==> config.mk <==
export PLATFORM = sky130hd
export DESIGN_NAME = imem_loader
export DESIGN_NICKNAME = d
export VERILOG_FILES = /design/src/rtl/imem_loader_pkg.sv /design/src/rtl/imem_loader_byte_packer.sv /design/src/rtl/imem_loader.sv
export SDC_FILE = /design/constraint.sdc
export NUM_CORES = 1
export LEC_CHECK = 0
export ABC_AREA = 1
export CORE_ASPECT_RATIO = 1.5
export CORE_UTILIZATION = 56
export DETAILED_ROUTE_END_ITERATION = 10
export GPL_ROUTABILITY_DRIVEN = 1
export PLACE_DENSITY = 0.87
export SLEW_MARGIN = 40
export SYNTH_ARGS = -nofsm -noshare
export SYNTH_HDL_FRONTEND = slang
export SYNTH_SLANG_ARGS = --single-unit
==> constraint.sdc <==
create_clock -name CLK -period 4.95 [get_ports CLK]
set_input_delay 0.7425 -clock CLK [delete_from_list [all_inputs] [get_ports CLK]]
set_output_delay 0.7425 -clock CLK [all_outputs]
set_load 0.005 [all_outputs]
==> src/rtl/imem_loader_pkg.sv <==
// imem_loader_pkg -- definitions shared by the instruction-memory loader and
// the instruction memory itself.
//   IMEM_WORDS     : instruction memory depth in 32-bit words
//   loader_state_t : loader FSM states
//   is_loading     : states in which the loader accepts stream bytes
package imem_loader_pkg;

  localparam int IMEM_WORDS = 256;

  typedef enum logic [2:0] {
    IDLE,
    LEN_LO,
    LEN_HI,
    DATA,
    CSUM,
    DONE,
    ERROR
  } loader_state_t;

  function automatic logic is_loading(input loader_state_t s);
    return (s == LEN_LO) || (s == LEN_HI) || (s == DATA) || (s == CSUM);
  endfunction

endpackage

==> src/rtl/imem_loader_byte_packer.sv <==
// byte_packer -- assembles little-endian 32-bit words from a byte stream.
//   clk, rst  : clock, asynchronous active-high reset
//   clr       : restart assembly at byte 0 of a word
//   push      : a data byte is accepted this cycle
//   din       : the accepted byte
//   word      : assembled word, valid while word_done is high
//   word_done : this push carries the 4th (most significant) byte
module byte_packer (
  input  logic        clk,
  input  logic        rst,
  input  logic        clr,
  input  logic        push,
  input  logic [7:0]  din,
  output logic [31:0] word,
  output logic        word_done
);

  // Only the first three bytes are stored; the fourth is taken straight
  // from din so the word is ready on the same cycle it completes.
  logic [23:0] sreg;
  logic [1:0]  cnt;

  always_ff @(posedge clk or posedge rst) begin
    if (rst) begin
      sreg <= '0;
      cnt  <= '0;
    end else if (clr) begin
      sreg <= '0;
      cnt  <= '0;
    end else if (push) begin
      sreg <= {din, sreg[23:8]};
      cnt  <= cnt + 2'd1;
    end
  end

  assign word_done = push && (cnt == 2'd3);
  assign word      = {din, sreg};

endmodule

==> src/rtl/imem_loader.sv <==
// imem_loader -- loads instruction memory from a byte stream while holding
// the core in reset.
// Stream: N (16-bit LE), N words (4 bytes LE each), then, when the
// IMEM_LOADER_CSUM_EN macro is defined, one XOR checksum byte over the data
// bytes. Without the macro the load completes after the last word.
// Ports:
//   CLK, RST              : clock, asynchronous active-high reset
//   Load_Start            : start a load (honoured in IDLE or ERROR only)
//   Byte_Valid/Byte_Data  : offered stream byte
//   Byte_Ready            : byte accepted when Byte_Valid is also high
//   Mem_WE/Mem_Addr/Mem_WData : instruction memory write port
//   Core_Hold             : core held in reset / fetch disabled
//   Load_Done             : one-cycle pulse on successful completion
//   Load_Err              : high in ERROR until the next Load_Start
module imem_loader
  import imem_loader_pkg::*;
#(
  parameter int MEM_WORDS = IMEM_WORDS,
  parameter int TIMEOUT   = 65535
) (
  input  logic                         CLK,
  input  logic                         RST,
  input  logic                         Load_Start,
  input  logic                         Byte_Valid,
  input  logic [7:0]                   Byte_Data,
  output logic                         Byte_Ready,
  output logic                         Mem_WE,
  output logic [$clog2(MEM_WORDS)-1:0] Mem_Addr,
  output logic [31:0]                  Mem_WData,
  output logic                         Core_Hold,
  output logic                         Load_Done,
  output logic                         Load_Err
);

  localparam int AW = $clog2(MEM_WORDS);
  localparam int TW = $clog2(TIMEOUT + 1);

  loader_state_t state, state_nxt;

  logic [AW-1:0] idx;
  logic [15:0]   len;
  logic [15:0]   len_rx;
  logic [TW-1:0] idle_cnt;
  logic          xfer, start, data_push, len_bad, last_word, timed_out;
  logic [31:0]   word;
  logic          word_done;
`ifdef IMEM_LOADER_CSUM_EN
  logic [7:0]    csum;
`endif

  // xfer is derived from state directly (not from Byte_Ready) to keep the
  // output decode and next-state logic free of a combinational loop.
  assign xfer      = Byte_Valid && is_loading(state);
  assign start     = Load_Start && ((state == IDLE) || (state == ERROR));
  assign data_push = xfer && (state == DATA);
  assign len_rx    = {Byte_Data, len[7:0]};
  assign len_bad   = (len_rx == 16'd0) || (32'(len_rx) > 32'(MEM_WORDS));
  assign last_word = (16'(idx) == len - 16'd1);
  // TIMEOUT-th consecutive idle cycle in a loading state
  assign timed_out = is_loading(state) && !xfer &&
                     (idle_cnt == TW'(TIMEOUT - 1));

  byte_packer u_packer (
    .clk       (CLK),
    .rst       (RST),
    .clr       (start),
    .push      (data_push),
    .din       (Byte_Data),
    .word      (word),
    .word_done (word_done)
  );

  always_ff @(posedge CLK or posedge RST) begin
    if (RST) state <= IDLE;
    else     state <= state_nxt;
  end

  always_comb begin
    state_nxt  = state;
    Byte_Ready = 1'b0;
    Core_Hold  = 1'b0;
    Load_Done  = 1'b0;
    Load_Err   = 1'b0;

    unique case (state)
      IDLE, ERROR: if (start) state_nxt = LEN_LO;
      LEN_LO:      if (xfer) state_nxt = LEN_HI;
      LEN_HI:      if (xfer) state_nxt = len_bad ? ERROR : DATA;
      DATA: begin
        // Leave DATA on the last byte itself so the next cycle can already
        // take the following byte; the write lands in that next cycle.
        if (word_done && last_word) begin
`ifdef IMEM_LOADER_CSUM_EN
          state_nxt = CSUM;
`else
          state_nxt = DONE;
`endif
        end
      end
      CSUM: begin
`ifdef IMEM_LOADER_CSUM_EN
        if (xfer) state_nxt = (Byte_Data == csum) ? DONE : ERROR;
`else
        state_nxt = ERROR;
`endif
      end
      DONE:    state_nxt = IDLE;
      default: state_nxt = IDLE;
    endcase

    if (timed_out) state_nxt = ERROR;

    Byte_Ready = is_loading(state);
    Core_Hold  = (state != IDLE);
    Load_Done  = (state == DONE);
    Load_Err   = (state == ERROR);
  end

  always_ff @(posedge CLK or posedge RST) begin
    if (RST) begin
      idx       <= '0;
      len       <= '0;
      idle_cnt  <= '0;
      Mem_WE    <= 1'b0;
      Mem_Addr  <= '0;
      Mem_WData <= '0;
    end else begin
      Mem_WE <= 1'b0;
      if (start) begin
        idx      <= '0;
        idle_cnt <= '0;
      end else begin
        if (xfer)                    idle_cnt <= '0;
        else if (is_loading(state))  idle_cnt <= idle_cnt + TW'(1);

        if (xfer && (state == LEN_LO)) len[7:0]  <= Byte_Data;
        if (xfer && (state == LEN_HI)) len[15:8] <= Byte_Data;

        // idx stays below N <= MEM_WORDS while writes are possible
        if (word_done) begin
          Mem_WE    <= 1'b1;
          Mem_Addr  <= idx;
          Mem_WData <= word;
          idx       <= idx + AW'(1);
        end
      end
    end
  end

`ifdef IMEM_LOADER_CSUM_EN
  always_ff @(posedge CLK or posedge RST) begin
    if (RST)            csum <= '0;
    else if (start)     csum <= '0;
    else if (data_push) csum <= csum ^ Byte_Data;
  end
`endif

endmodule

=== Word level (Yosys, flattened, before mapping) ===
Cells that the tools add are included.

* Add/sub/neg operators: 4
* Order comparisons: 1
* Equality and inequality tests: 13
* Multiplexer cells: 18
* Bitwise logic cells: 1
* Reduce and logical (&&, ||, !) cells: 26

{| class="wikitable"
|+ Operator list
! operator !! count
|-
| 16-bit 2-to-1 mux || 3
|-
| 24-bit 2-to-1 mux || 2
|-
| 3-bit 2-to-1 mux || 6
|-
| 16-bit by 1-bit adder with 16-bit output (second input constant) || 1
|-
| 16-bit == test (second input constant) || 1
|-
| 8-bit by 16-bit == test with 1-bit output || 1
|-
| 16-bit by 9-bit > comparator with 1-bit output (second input constant) || 1
|-
| 16-bit logical NOT || 1
|-
| 8-bit 2-to-1 mux || 2
|-
| 16-bit by 1-bit subtractor with 16-bit output (second input constant) || 1
|-
| 3-bit case mux with 5 select lines || 1
|-
| 3-bit == test (second input constant) || 3
|-
| 1-bit logical AND || 9
|-
| 3-bit != test (second input constant) || 3
|-
| 8-bit by 1-bit adder with 8-bit output (second input constant) || 1
|-
| 3-bit by 2-bit == test with 1-bit output (second input constant) || 2
|-
| 2-bit AND reduction || 3
|-
| 3-bit nonzero test || 2
|-
| 1-bit logical OR || 5
|-
| 2-bit 2-to-1 mux || 2
|-
| 4-bit AND reduction || 1
|-
| 2-bit nonzero test || 2
|-
| 3-bit by 1-bit == test with 1-bit output (second input constant) || 1
|-
| 3-bit logical NOT || 1
|-
| 7 further kinds || 8
|}

* Register bits after elaboration: 110
* Bits of input ports: 12
* Output and inout port bits: 45
* Logic and storage cells: 73

=== Depth between registers and ports, before layout ===
* Word-level depth: 11
* Gate-level depth with buffers: 17

=== Modules after synthesis ===
A second synthesis with hierarchy kept.

* Cell total of the unflattened synthesis: 679
* Area, all modules: 5534.1 um^2

{| class="wikitable"
|+ By module, submodules not included
! module !! times used !! cells an instance !! area an instance (um^2)
|-
| imem_loader || 1 || 553 || 4265.3
|-
| byte_packer || 1 || 126 || 1268.7
|}

=== Least setup slack after synthesis ===
Ideal clock, no wire load.

* Path kind: input to register
* Start: input Byte_Valid
* End: register idx[7]
* Arrival time: 1727 ps
* Path slack: 3099 ps
* Cell stages on the path: 10
* Buffers on the path: 1
* Cell sequence: nand4_2 -> nor2_4 -> inv_2 -> buf_6 -> nor4_4 -> nand2_1 -> nor2_2 -> inv_1 -> nor3_1 -> nor3_1

* Longest elaborated chain between the ends: 4

{| class="wikitable"
|+ RTL lines
! what !! RTL line !! source
|-
| start, declared || imem_loader.sv:24 || <nowiki>input logic Byte_Valid,</nowiki>
|-
| 1-bit logical AND || imem_loader.sv:53 || <nowiki>assign xfer = Byte_Valid && is_loading(state);</nowiki>
|-
| 1-bit logical AND || imem_loader.sv:55 || <nowiki>assign data_push = xfer && (state == DATA);</nowiki>
|-
| 1-bit logical AND || imem_loader_byte_packer.sv:36 || <nowiki>assign word_done = push && (cnt == 2'd3);</nowiki>
|-
| 2-bit nonzero test (no source line) || n/a ||
|-
| end signal, assigned || imem_loader.sv:144 || <nowiki>idx <= idx + AW'(1);</nowiki>
|-
| end, declared || imem_loader.sv:40 || <nowiki>logic [AW-1:0] idx;</nowiki>
|}

No other way between the ends.
A chain may end at the register's enable or synchronous reset.

=== Worst setup path in the final report ===
* Start: register state[0]
* End: output Byte_Ready

* Longest elaborated chain between the ends: 4

{| class="wikitable"
|+ RTL lines
! what !! RTL line !! source
|-
| start, declared || imem_loader.sv:38 || <nowiki>loader_state_t state, state_nxt;</nowiki>
|-
| start signal, assigned || imem_loader.sv:75 || <nowiki>else state <= state_nxt;</nowiki>
|-
| 3-bit by 1-bit == test with 1-bit output / 3-bit by 2-bit == test with 1-bit output (equally long branches) || imem_loader_pkg.sv:21 || <nowiki>return (s == LEN_LO) || (s == LEN_HI) || (s == DATA) || (s == CSUM);</nowiki>
|-
| 1-bit logical OR (2 in a row) || imem_loader_pkg.sv:21 ||
|-
| 1-bit logical OR * || imem_loader_pkg.sv:21 ||
|-
| end, declared || imem_loader.sv:26 || <nowiki>output logic Byte_Ready,</nowiki>
|}

Every way passes the cells marked *; elsewhere a longest branch is shown, timed or not.

==> flow_summary.yaml <==
outcome:
  status: "finished, final reports clean"
flow_run:
  cap_violations: 0
power_and_ir_drop:
  peakVddDrop_v: 0.0003261
  powerDensity_nw_per_um2: 484.1
  power.leakage_nw: 2.886
  power.total_w: 0.002976
yosys:
  yosysWarnings: 0
  synth-compound-area-share_pct: 12.30
  synth_fa_ha_area_share_pct: 1.205
  yosys.area_share.simple_pct: 24.73
  syn_nets: 650
  synthCells: 633
  avgSynthCellArea_um2: 8.199
  async_reset_ff_share_pct: 100.0
  synth-edff-count: 0
  synthMuxAreaShare_pct: 0
  synth_xor_area_share_pct: 0.6750
  synth_top_family_by_area: "simple AND/OR/NAND/NOR gates"
  synthFlopType: "dfrtp_1"
  ys_types: 40
  yosysSeqAreaShare_pct: 53.04
  ys_ff_latch: 110
  syn_area_um2: 5190
place:
  hpwl_um: 8428
  dp_slack_ns: 1.938
  finalWeightedCongestion: 0.8812
  port_buffers: 56
  place_inst: 784
final_layout:
  nFillCells: 709
  drive_gt1_share_pct: 5.515
  layout.cells.non_filler: 799
  final_cell_mix: "170 x nand2_1, 110 x dfrtp_1, 88 x inv_1"
  fin_nets: 702
  final_common_cell: "nand2_1"
  syn_to_final_growth_pct: 18.44
  antenna_cells: 0
clock_network:
  clockBufferDepth: 2
  numCtsBuffers: 9
  cts_root_buf: "clkbuf_16"
  clk_pin_slew_ns: 0.07
  htree_num_levels: 3
  tritoncts: "yes"
  cts_hold_repair.buffers: 0
  clkLatencyLatePin_ns: 0.35
  post-cts-setup-buffers: 0
  clock_sinks: 110
  cts.repair.resized: 0
setup_path:
  cp-end-kind: "output pin"
  cp_max_fo: 5
  crit_path_start_kind: "flip-flop"
  crit_required_ns: 4.21
  cp-startpoint: "state[0]"
  crit_end: "Byte_Ready"
  rr_worst_depth: 9
  reg2reg_setup_slack_ns: 2.74
  arrival_ns: 1.96
  r2r-end: "idx[6]"
  reg2reg_from: "state[2]"
  path_class: "reg2out"
die:
  std_cell_rows: 42
  die_h_um: 119.9
  initial_core_util_pct: 58.10
  die_area_um2: 9665
  core_area_um2: 8934
  die_w_um: 80.61
  io_pins: 57
sta:
  finalClockSkew_ns: 0.007163
  final_hold_viol_count: 0
  setup_viol: 0
  rsz0062_at_grt: "no"
  drv_slew: 0
  period_minus_slack_ns: 2.699
  worst_slew_pin_slew_ns: 0.6997
  tns_ns: 0
  slew_headroom_pct: 53.35
  fmax_ghz: 0.3705
  fin_ws_ns: 2.251
  min_period_over_period_pct: 54.52
  hold_slack_ns: 0.4907
drt:
  num_vias: 4436
  drt_iter0_markers: 246
  postRouteAntennaNets: 0
  viasPerCell: 5.552
  wirelength_um: 12050
  post_drt_wl_per_cell_um: 15.08
  drcViolationCount: 0
  drtPass1Iterations: 7
global_routing:
  grt_first_pass_wirelength_um: 20290
  globalRouteTotalUtil_pct: 27.59
  grt_antenna_before_repair: 0
  overflow: 0
  grt_pass1_vias: 4457
  grt_max_degree: 84
min_path:
  hold_path.class: "reg2reg"
cells by family after synthesis:
group / after synthesis
simple gates: 290
flops: 110
fa+ha+maj: 5
compound gates: 115
buf+inv: 109
xor+xnor: 4
synthesized netlist by cell type (all sizes together), types with 2 or more instances:
| master | number | area share (%) |
|---|---|---|
| o21a | 2 | 0.29 |
| dfrtp | 110 | 53 |
| o21ai | 66 | 6.4 |
| nor4 | 4 | 0.77 |
| xor2 | 3 | 0.51 |
| nand3 | 27 | 3.2 |
| nand2 | 173 | 13 |
| buf | 3 | 0.39 |
| nor2 | 64 | 5.1 |
| nand4 | 5 | 0.72 |
| o21bai | 3 | 0.43 |
| a21oi | 12 | 1.2 |
| o22ai | 26 | 3.1 |
| inv | 92 | 6.7 |
| ha | 5 | 1.2 |
| clkbuf | 14 | 1.0 |
| nor3 | 14 | 1.9 |
registers in the layout, summed over array words and instances (netlist names):
| signal | count |
|---|---|
| Mem_WData | 32 |
| Mem_WE | 1 |
| state | 3 |
| len | 16 |
| u_packer.sreg | 24 |
| idle_cnt | 16 |
| idx | 8 |
| u_packer.cnt | 2 |
| Mem_Addr | 8 |
layout make-up:
| class | instances | area [um2] | area share [%] |
|---|---|---|---|
| clock buffers | 9 | 225.2 | 3.664 |
| clock inverters | 6 | 81.33 | 1.323 |
| inverters | 92 | 352.8 | 5.740 |
| multi-input cells | 414 | 2022 | 32.89 |
| flip-flops and latches | 110 | 2753 | 44.78 |
| well taps | 110 | 137.6 | 2.239 |
| repair buffers | 58 | 575.6 | 9.363 |
worst min-delay path by stage:
stage	start	endpoint	slack, ns	cells after the start
after floorplan	idle_cnt[7]	idle_cnt[7]	0.46	2
after global placement	Mem_WData[24]	Mem_WData[24]	0.47	2
after detailed placement	Mem_Addr[2]	Mem_Addr[2]	0.48	2
after CTS	Mem_Addr[2]	Mem_Addr[2]	0.49	2
after global routing	Mem_WData[25]	Mem_WData[25]	0.51	2
final	Mem_Addr[6]	Mem_Addr[6]	0.49	2
power breakdown:
part / internal (W) / total (W) / switching (W)
Clock: 0.000399 / 0.000746 / 0.000346
Combinational: 0.000359 / 0.00101 / 0.000649
Sequential: 0.00107 / 0.00122 / 0.000149
Total: 0.00183 / 0.00298 / 0.00114
critical path, cell delays in order, from the launching register on:
cell	delay (ns)
dfrtp_1	0.44
inv_1	0.15
nand2_1	0.09
nand2_1	0.14
inv_1	0.07
nor2_2	0.17
inv_1	0.09
clkdlybuf4s50_1	0.45
stage by stage:
| stage | util, % | instance area (um2) |
|---|---|---|
| 2_1_floorplan | - | 5190 |
| 3_3_place_gp | 65.29 | 5833 |
| 3_5_place_dp | 65.35 | 5838 |
| 4_1_cts | 68.78 | 6145 |
| 5_1_grt | 68.81 | 6147 |
| 6_report | 68.81 | 6147 |
metal layers:
layer  vias to the layer above  global-route usage, %  share of wire [%]  wire (um)
li1                       2137                      -                  -          -
met1                      2125                  32.01                 39       4755
met2                       132                  47.93                 53       6346
met3                        42                  3.270                3.9        465
met4                         0                  16.18                4.0        478
met5                         -                      0                  0          0
No activity file was read; power rests on OpenSTA's default activity.
